### config.mk
export PLATFORM = sky130hd
export DESIGN_NAME = pipeline_sequencer
export DESIGN_NICKNAME = d
export VERILOG_FILES = /design/src/rtl/pipeline_sequencer.sv
export SDC_FILE = /design/constraint.sdc
export NUM_CORES = 1
export LEC_CHECK = 0
export BUFFER_PORTS_ARGS = -buffer_cell sky130_fd_sc_hd__clkbuf_2
export CORE_UTILIZATION = 52
export CTS_BUF_LIST = sky130_fd_sc_hd__clkbuf_8
export DETAILED_ROUTE_END_ITERATION = 6
export PLACE_DENSITY_LB_ADDON = 0.05
export SLEW_MARGIN = 20
export SYNTH_ARGS = -nofsm -noshare
export SYNTH_HDL_FRONTEND = slang
export SYNTH_SLANG_ARGS = --single-unit
export TNS_END_PERCENT = 1
### constraint.sdc
create_clock -name clk -period 2.2 [get_ports clk]
set_input_delay 0.44 -clock clk [delete_from_list [all_inputs] [get_ports clk]]
set_output_delay 0.44 -clock clk [all_outputs]
set_load 0.05 [all_outputs]
### src/rtl/pipeline_sequencer.sv
// Stall/flush sequencer for the four-register pipeline: hazard stalls, branch flushes,
// memory-wait freeze and a halt/drain sequence, with saturating debug counters.
module pipeline_sequencer #(
    parameter int unsigned DRAIN_CYCLES = 3,
    parameter int unsigned STALL_CNT_W  = 16,
    parameter int unsigned FLUSH_CNT_W  = 8
) (
    input  logic                   clk,
    input  logic                   reset,
    input  logic [3:0]             id_rn,
    input  logic [3:0]             id_rm,
    input  logic                   id_rn_used,
    input  logic                   id_rm_used,
    input  logic [3:0]             ex_rd,
    input  logic                   ex_mem_read,
    input  logic                   branch_taken_ex,
    input  logic                   mem_busy,
    input  logic                   halt_req,
    output logic                   pc_enable,
    output logic                   if_id_enable,
    output logic                   if_id_flush,
    output logic                   id_ex_enable,
    output logic                   id_ex_bubble,
    output logic                   ex_mem_enable,
    output logic                   mem_wb_enable,
    output logic                   mem_wb_bubble,
    output logic [1:0]             state_out,
    output logic                   halted,
    output logic [STALL_CNT_W-1:0] stall_cycles,
    output logic [FLUSH_CNT_W-1:0] flush_count
);

    typedef enum logic [1:0] {
        StRun     = 2'd0,
        StMemWait = 2'd1,
        StDrain   = 2'd2,
        StHalt    = 2'd3
    } state_e;

    state_e                 state_q, state_d;
    logic [3:0]             drain_cnt_q, drain_cnt_d;
    logic [STALL_CNT_W-1:0] stall_q, stall_d;
    logic [FLUSH_CNT_W-1:0] flush_q, flush_d;
    logic                   load_use;

    assign load_use = ex_mem_read &&
                      ((id_rn_used && (id_rn == ex_rd)) || (id_rm_used && (id_rm == ex_rd)));

    always_comb begin
        pc_enable     = 1'b0;
        if_id_enable  = 1'b0;
        if_id_flush   = 1'b0;
        id_ex_enable  = 1'b0;
        id_ex_bubble  = 1'b0;
        ex_mem_enable = 1'b0;
        mem_wb_enable = 1'b0;
        mem_wb_bubble = 1'b0;
        halted        = 1'b0;
        state_d       = state_q;
        drain_cnt_d   = drain_cnt_q;
        stall_d       = stall_q;
        flush_d       = flush_q;

        if (reset) begin
            if_id_flush  = 1'b1;
            id_ex_bubble = 1'b1;
            mem_wb_bubble = 1'b1;
            state_d      = StRun;
            drain_cnt_d  = 4'd0;
            stall_d      = '0;
            flush_d      = '0;
        end else begin
            unique case (state_q)
                StRun, StMemWait: begin
                    if (mem_busy) begin
                        // WB retires once while everything upstream holds
                        mem_wb_enable = 1'b1;
                        mem_wb_bubble = 1'b1;
                        state_d       = StMemWait;
                    end else begin
                        pc_enable     = 1'b1;
                        if_id_enable  = 1'b1;
                        id_ex_enable  = 1'b1;
                        ex_mem_enable = 1'b1;
                        mem_wb_enable = 1'b1;
                        if (branch_taken_ex) begin
                            if_id_flush  = 1'b1;
                            id_ex_bubble = 1'b1;
                        end else if (load_use) begin
                            pc_enable    = 1'b0;
                            if_id_enable = 1'b0;
                            id_ex_bubble = 1'b1;
                        end
                        if (halt_req) begin
                            state_d     = StDrain;
                            drain_cnt_d = 4'(DRAIN_CYCLES);
                        end else begin
                            state_d = StRun;
                        end
                    end
                end
                StDrain: begin
                    if (mem_busy) begin
                        mem_wb_enable = 1'b1;
                        mem_wb_bubble = 1'b1;
                    end else begin
                        id_ex_enable  = 1'b1;
                        id_ex_bubble  = 1'b1;
                        ex_mem_enable = 1'b1;
                        mem_wb_enable = 1'b1;
                        if (branch_taken_ex) begin
                            pc_enable   = 1'b1;
                            if_id_flush = 1'b1;
                        end
                        drain_cnt_d = drain_cnt_q - 4'd1;
                        if (drain_cnt_q == 4'd1) begin
                            state_d = StHalt;
                        end
                    end
                end
                StHalt: begin
                    halted = 1'b1;
                    if (!halt_req) begin
                        state_d = StRun;
                    end
                end
            endcase

            if (state_q != StHalt) begin
                if (!pc_enable && (stall_q != '1)) begin
                    stall_d = stall_q + STALL_CNT_W'(1);
                end
                if (if_id_flush && (flush_q != '1)) begin
                    flush_d = flush_q + FLUSH_CNT_W'(1);
                end
            end
        end
    end

    always_ff @(posedge clk) begin
        state_q     <= state_d;
        drain_cnt_q <= drain_cnt_d;
        stall_q     <= stall_d;
        flush_q     <= flush_d;
    end

    assign state_out    = state_q;
    assign stall_cycles = stall_q;
    assign flush_count  = flush_q;

endmodule

==> metrics.yaml, run 1 <==
fillers: 288
post-cts-setup-buffer-count: 0
drive_above_1_share: 0.294
syn_nets: 231
cp_cell_sequence: "clkbuf_2 -> xnor2_1 -> nand3_1 -> nor4_2 -> nor4_2 -> a21oi_1 -> nor2_1 -> buf_4"
leakagePower_nw: 0.868
antenna_found_initial: 0
hp-class: "in -> reg"
crit_type: "in -> out"
worst_pin_slew_ns: 0.516
die-area_mm2: 0.00353
syn_avg_cell_area_um2: 8.29
arrival_ns: 1.65
wl_um: 3660
worstPathRequired_ns: 1.76
cp-end-kind: "primary output"
clk_pin_slew_ns: 0.06
fin_ws_ns: 0.112
port_buffers: 54
synth_area_leader_cell: "dfxtp_1"
grt_setup_unrepaired: "no"
hpwl_um: 2700
final_hold_viol_count: 0
synth-seq-cells: 30
pin_count: 55
grt_usage: 0.228
switching_share: 0.306
switchingPower_w: 0.000393
fmaxAchievable_mhz: 479
critPathMaxFanout: 2
finish.net_count: 285
design_power_total_w: 0.00128
drt-vias-per-instance: 5.44
die_x_um: 59.4
synth_edf_count: 0
drt-pass1-iter-count: 4
die_h_um: 59.4
synth_area_mm2: 0.00172
multi_input_area_mm2: 0.00102
pre_cts_ws_ns: 0.0417
cts.path.max_buffers: 2
syn_inst: 207
slew_headroom: 0.655
grt_pass1_vias: 1391
synth_top_area_frac: 0.350
ys_types: 42
grt_pass1_wl_um: 6120
drtIter0Drc: 69
reg2reg_slack_ns: 0.34
p_seq_frac: 0.450
final_common_cell: "clkbuf_2"
final-seq-area_um2: 601
fin_worst_skew_ns: 0.00594
drc: 0
grt_max_degree: 30
fin_util: 0.688
drv_slew: 0
seq_area_frac_synth: 0.350
core_mm2: 0.00310
start_util: 0.553
status: "completed"
cp_slowest_cell: "nor4_2"
area_delta_synth_final_pct: 24.4
max-cap-violations: 0
setup_viol: 0
gr-total-overflow: 0
crit_top_cell: "nor4_2"
tns_ns: 0
antenna_cells: 0
critPathTopFamily: "simple AND/OR/NAND/NOR gates"
peakVddDrop_mv: 0.351
ys.flop_type: "dfxtp_1"
layout_common_cells: "53 x clkbuf_2, 30 x dfxtp_1, 24 x nor2_1, 18 x a21oi_1"
internal-power_w: 0.000890
placement_rows: 20
htreeDepth: 2
synthTopCellsByArea: "dfxtp_1 35%, xor2_1 6.1%, a21oi_1 5.3%, nor2_1 5.3%, or4_1 4.8%"
path_buf_inv: 2
numCtsBuffers: 5
antenna_left: 0
postSynth.asyncResetShare: 0
pwr-share-comb: 0.189
power_density_mw_per_mm2: 601
crit_path_max_incr_delay_ns: 0.37
post-route-period-util: 0.949
clock-sinks: 30
finalWeightedCongestion: 0.781
fin_crit_ns: 2.09
yosys_warnings: 0
vias: 1665
post_drt_wl_per_cell_um: 12.0
power_frac_clock: 0.361
start_kind: "input pin"
root_buffer: "clkbuf_8"
clk_latency_ns: 0.28
tritoncts: "yes"
[power groups by stage]
stage | combinational [W] | sequential [W] | clock (W)
finish | 0.000243 | 0.000577 | 0.000463
global route | 0.000265 | 0.000579 | 0.000503
CTS | 0.000242 | 0.000576 | 0.000477
detailed placement | 0.000241 | 0.000588 | 0
global placement | 0.000240 | 0.000588 | 0
floorplan | 0.000150 | 0.000615 | 0
[timing repair]
item,CTS,global route
resized for setup,0,3
setup endpoints to repair,0,1
hold buffers,0,0
[worst paths after layout]
kind / depth (start not counted) / endpoint / startpoint
setup / recovery: 8 / pc_enable / ex_rd[0]
hold / removal: 2 / drain_cnt_q[2] / halt_req
setup reg to reg: 6 / stall_cycles[14] / stall_cycles[2]
hold reg to reg: 2 / stall_cycles[10] / stall_cycles[10]
[state kept, by name, indices dropped and copies added, names as in the netlist]
name / count
drain_cnt_q: 4
state_out: 2
stall_cycles: 16
flush_count: 8
[stage by stage]
stage / instance area, um2 / hold WS (ns) / instances
floorplan: 1720 / 0.489 / 207
global placement: 2040 / 0.482 / 298
detailed placement: 2040 / 0.484 / 298
CTS: 2130 / 0.425 / 306
global route: 2130 / 0.450 / 306
finish: 2130 / 0.438 / 306
[cell usage after synthesis, types with 5 or more instances]
cell and count:
a211oi_1 5, a21oi_1 18, clkbuf_1 5, dfxtp_1 30, inv_1 7, nand2_1 12, nand3_1 11, nand4_1 7
nor2_1 24, o31ai_1 10, or4_1 11, xnor2_1 5, xor2_1 12
[cell families (layout without fill, tap and decap cells)]
kind of cell | Yosys count | in the layout | share of synthesized area
multiplexers | 4 | 4 | 0.0277
adder cells (fa/ha/maj) | 4 | 4 | 0.0292
AND/OR/NAND/NOR | 87 | 87 | 0.282
XOR/XNOR | 17 | 17 | 0.0868
flip-flops | 30 | 30 | 0.350
buffers and inverters | 21 | 76 | 0.0635
AO/OA/AOI/OAI | 44 | 44 | 0.161
[per-layer routing]
layer	track usage	wire length, um
met1	0.300	1760
met2	0.368	1730
met3	0.0590	135
met4	0.0612	42
met5	0	0
[final cells by class]
class                           instances  share of cell area
Multi-Input combinational cell        156               0.477
Tap cell                               44              0.0258
Clock buffer                            6              0.0387
Sequential cell                        30               0.282
Clock inverter                          2             0.00587
Timing Repair Buffer                   61               0.158
Inverter                                7              0.0123
Power figures use the tool's default switching activity.
==> run 2, diff against run 1 <==
- GPL_TIMING_DRIVEN: not set -> 0
==> metrics.yaml, run 2 (synthesized netlist as in run 1, its figures left out) <==
status: "completed"
fin_util: 0.724
grt_max_degree: 12
wl_um: 4240
setup_viol: 0
die_h_um: 59.4
pin_count: 55
finalWeightedCongestion: 0.765
drt-pass1-iter-count: 4
grt_pass1_wl_um: 6800
r2r_start: "state_out[1]"
hpwl_um: 2870
clock-sinks: 30
start_kind: "input pin"
start_util: 0.553
hp-class: "in -> reg"
htreeDepth: 2
drv_slew: 0
gr-total-overflow: 0
vias: 1693
final_hold_viol_count: 0
tritoncts: "yes"
power_density_mw_per_mm2: 610
peakVddDrop_mv: 0.458
fmaxAchievable_mhz: 468
hold_depth: 2
worst_r2r_path_depth: 7
fin_worst_skew_ns: 0.00401
core_mm2: 0.00310
drive_above_1_share: 0.312
placement_rows: 20
worstPathRequired_ns: 1.76
hold_end: "drain_cnt_q[3]"
antenna_found_initial: 0
worst_pin_slew_ns: 0.542
reg2reg_slack_ns: 0.29
hold_start: "halt_req"
arrival_ns: 1.70
max-cap-violations: 0
clk_latency_ns: 0.28
port_buffers: 53
die_x_um: 59.4
fin_crit_ns: 2.14
numCtsBuffers: 5
layout_common_cells: "51 x clkbuf_2, 30 x dfxtp_1, 24 x nor2_1, 16 x a21oi_1, 12 x nand2_1"
grt_setup_unrepaired: "yes"
slew_headroom: 0.637
leakagePower_nw: 0.917
cp-end-kind: "primary output"
clk_pin_slew_ns: 0.07
final-instance-count-excl-fill: 313
fillers: 270
cts.path.max_buffers: 2
crit_type: "in -> out"
post_drt_wl_per_cell_um: 13.5
area_delta_synth_final_pct: 30.9
antenna_cells: 0
grt_pass1_vias: 1520
root_buffer: "clkbuf_8"
final_area_mm2: 0.00225
drc: 0
finish.net_count: 292
drt-vias-per-instance: 5.41
r2r_end: "stall_cycles[13]"
cts_hold_buf: 0
final_common_cell: "clkbuf_2"
drtIter0Drc: 100
numPlacedInstances: 304
dpl_cell_area_mm2: 0.00204
post-route-period-util: 0.972
die-area_mm2: 0.00353
antenna_left: 0
largest_reg_flops: 16
critPathMaxFanout: 2
grt_usage: 0.258
tns_ns: 0
design_power_total_w: 0.00137
-- run 2: per-stage QoR --
stage	hold WS, ns	worst slack [ns]
3_3_place_gp	0.482	-0.404
4_1_cts	0.410	-0.0165
5_1_grt	0.426	-0.0470
2_1_floorplan	0.489	-0.461
3_5_place_dp	0.487	-0.429
6_report	0.420	0.0622
-- run 2: how the worst max path moves through the flow --
stage | slack [ns] | endpoint | cells after the start | start
floorplan | -0.46 | pc_enable | 6 | state_out[1]
global placement | -0.40 | pc_enable | 9 | ex_rd[1]
detailed placement | -0.43 | pc_enable | 9 | ex_rd[1]
CTS | -0.02 | id_ex_bubble | 9 | ex_rd[2]
global route | -0.05 | if_id_enable | 8 | ex_rd[3]
finish | 0.06 | id_ex_bubble | 8 | ex_rd[1]
-- run 2: worst max-delay path, stage by stage --
cell	delay (ns)
clkbuf_2	0.11
xor2_2	0.19
nor4_4	0.34
buf_4	0.16
nor2_1	0.05
nand2_1	0.07
a21o_1	0.14
clkbuf_8	0.19
-- run 2: power breakdown --
part	leakage, nW	internal, W	switching [W]
logic	0.616	0.0000907	0.000181
registers	0.243	0.000559	0.0000169
clock network	0.0575	0.000316	0.000208
-- run 2: cell type report --
class | instances | area (um2) | share of cell area
Buffer | 12 | 66.3 | 0.0295
Clock buffer | 8 | 110 | 0.0490
Timing Repair Buffer | 56 | 320 | 0.143
Inverter | 7 | 26.3 | 0.0117
Tap cell | 44 | 55.1 | 0.0245
Sequential cell | 30 | 601 | 0.267
Multi-Input combinational cell | 156 | 1070 | 0.475
-- run 2: repair_timing --
item                       CTS  global route
resized for setup           11             8
pin swaps                    5             1
setup endpoints to repair    2            16
cloned                       0             0
setup buffers                3             0
-- run 2: metal layers --
layer	track usage	share of wire
met1	0.311	0.45
met2	0.433	0.50
met3	0.0721	0.043
met4	0.0952	0.0080
met5	0	0
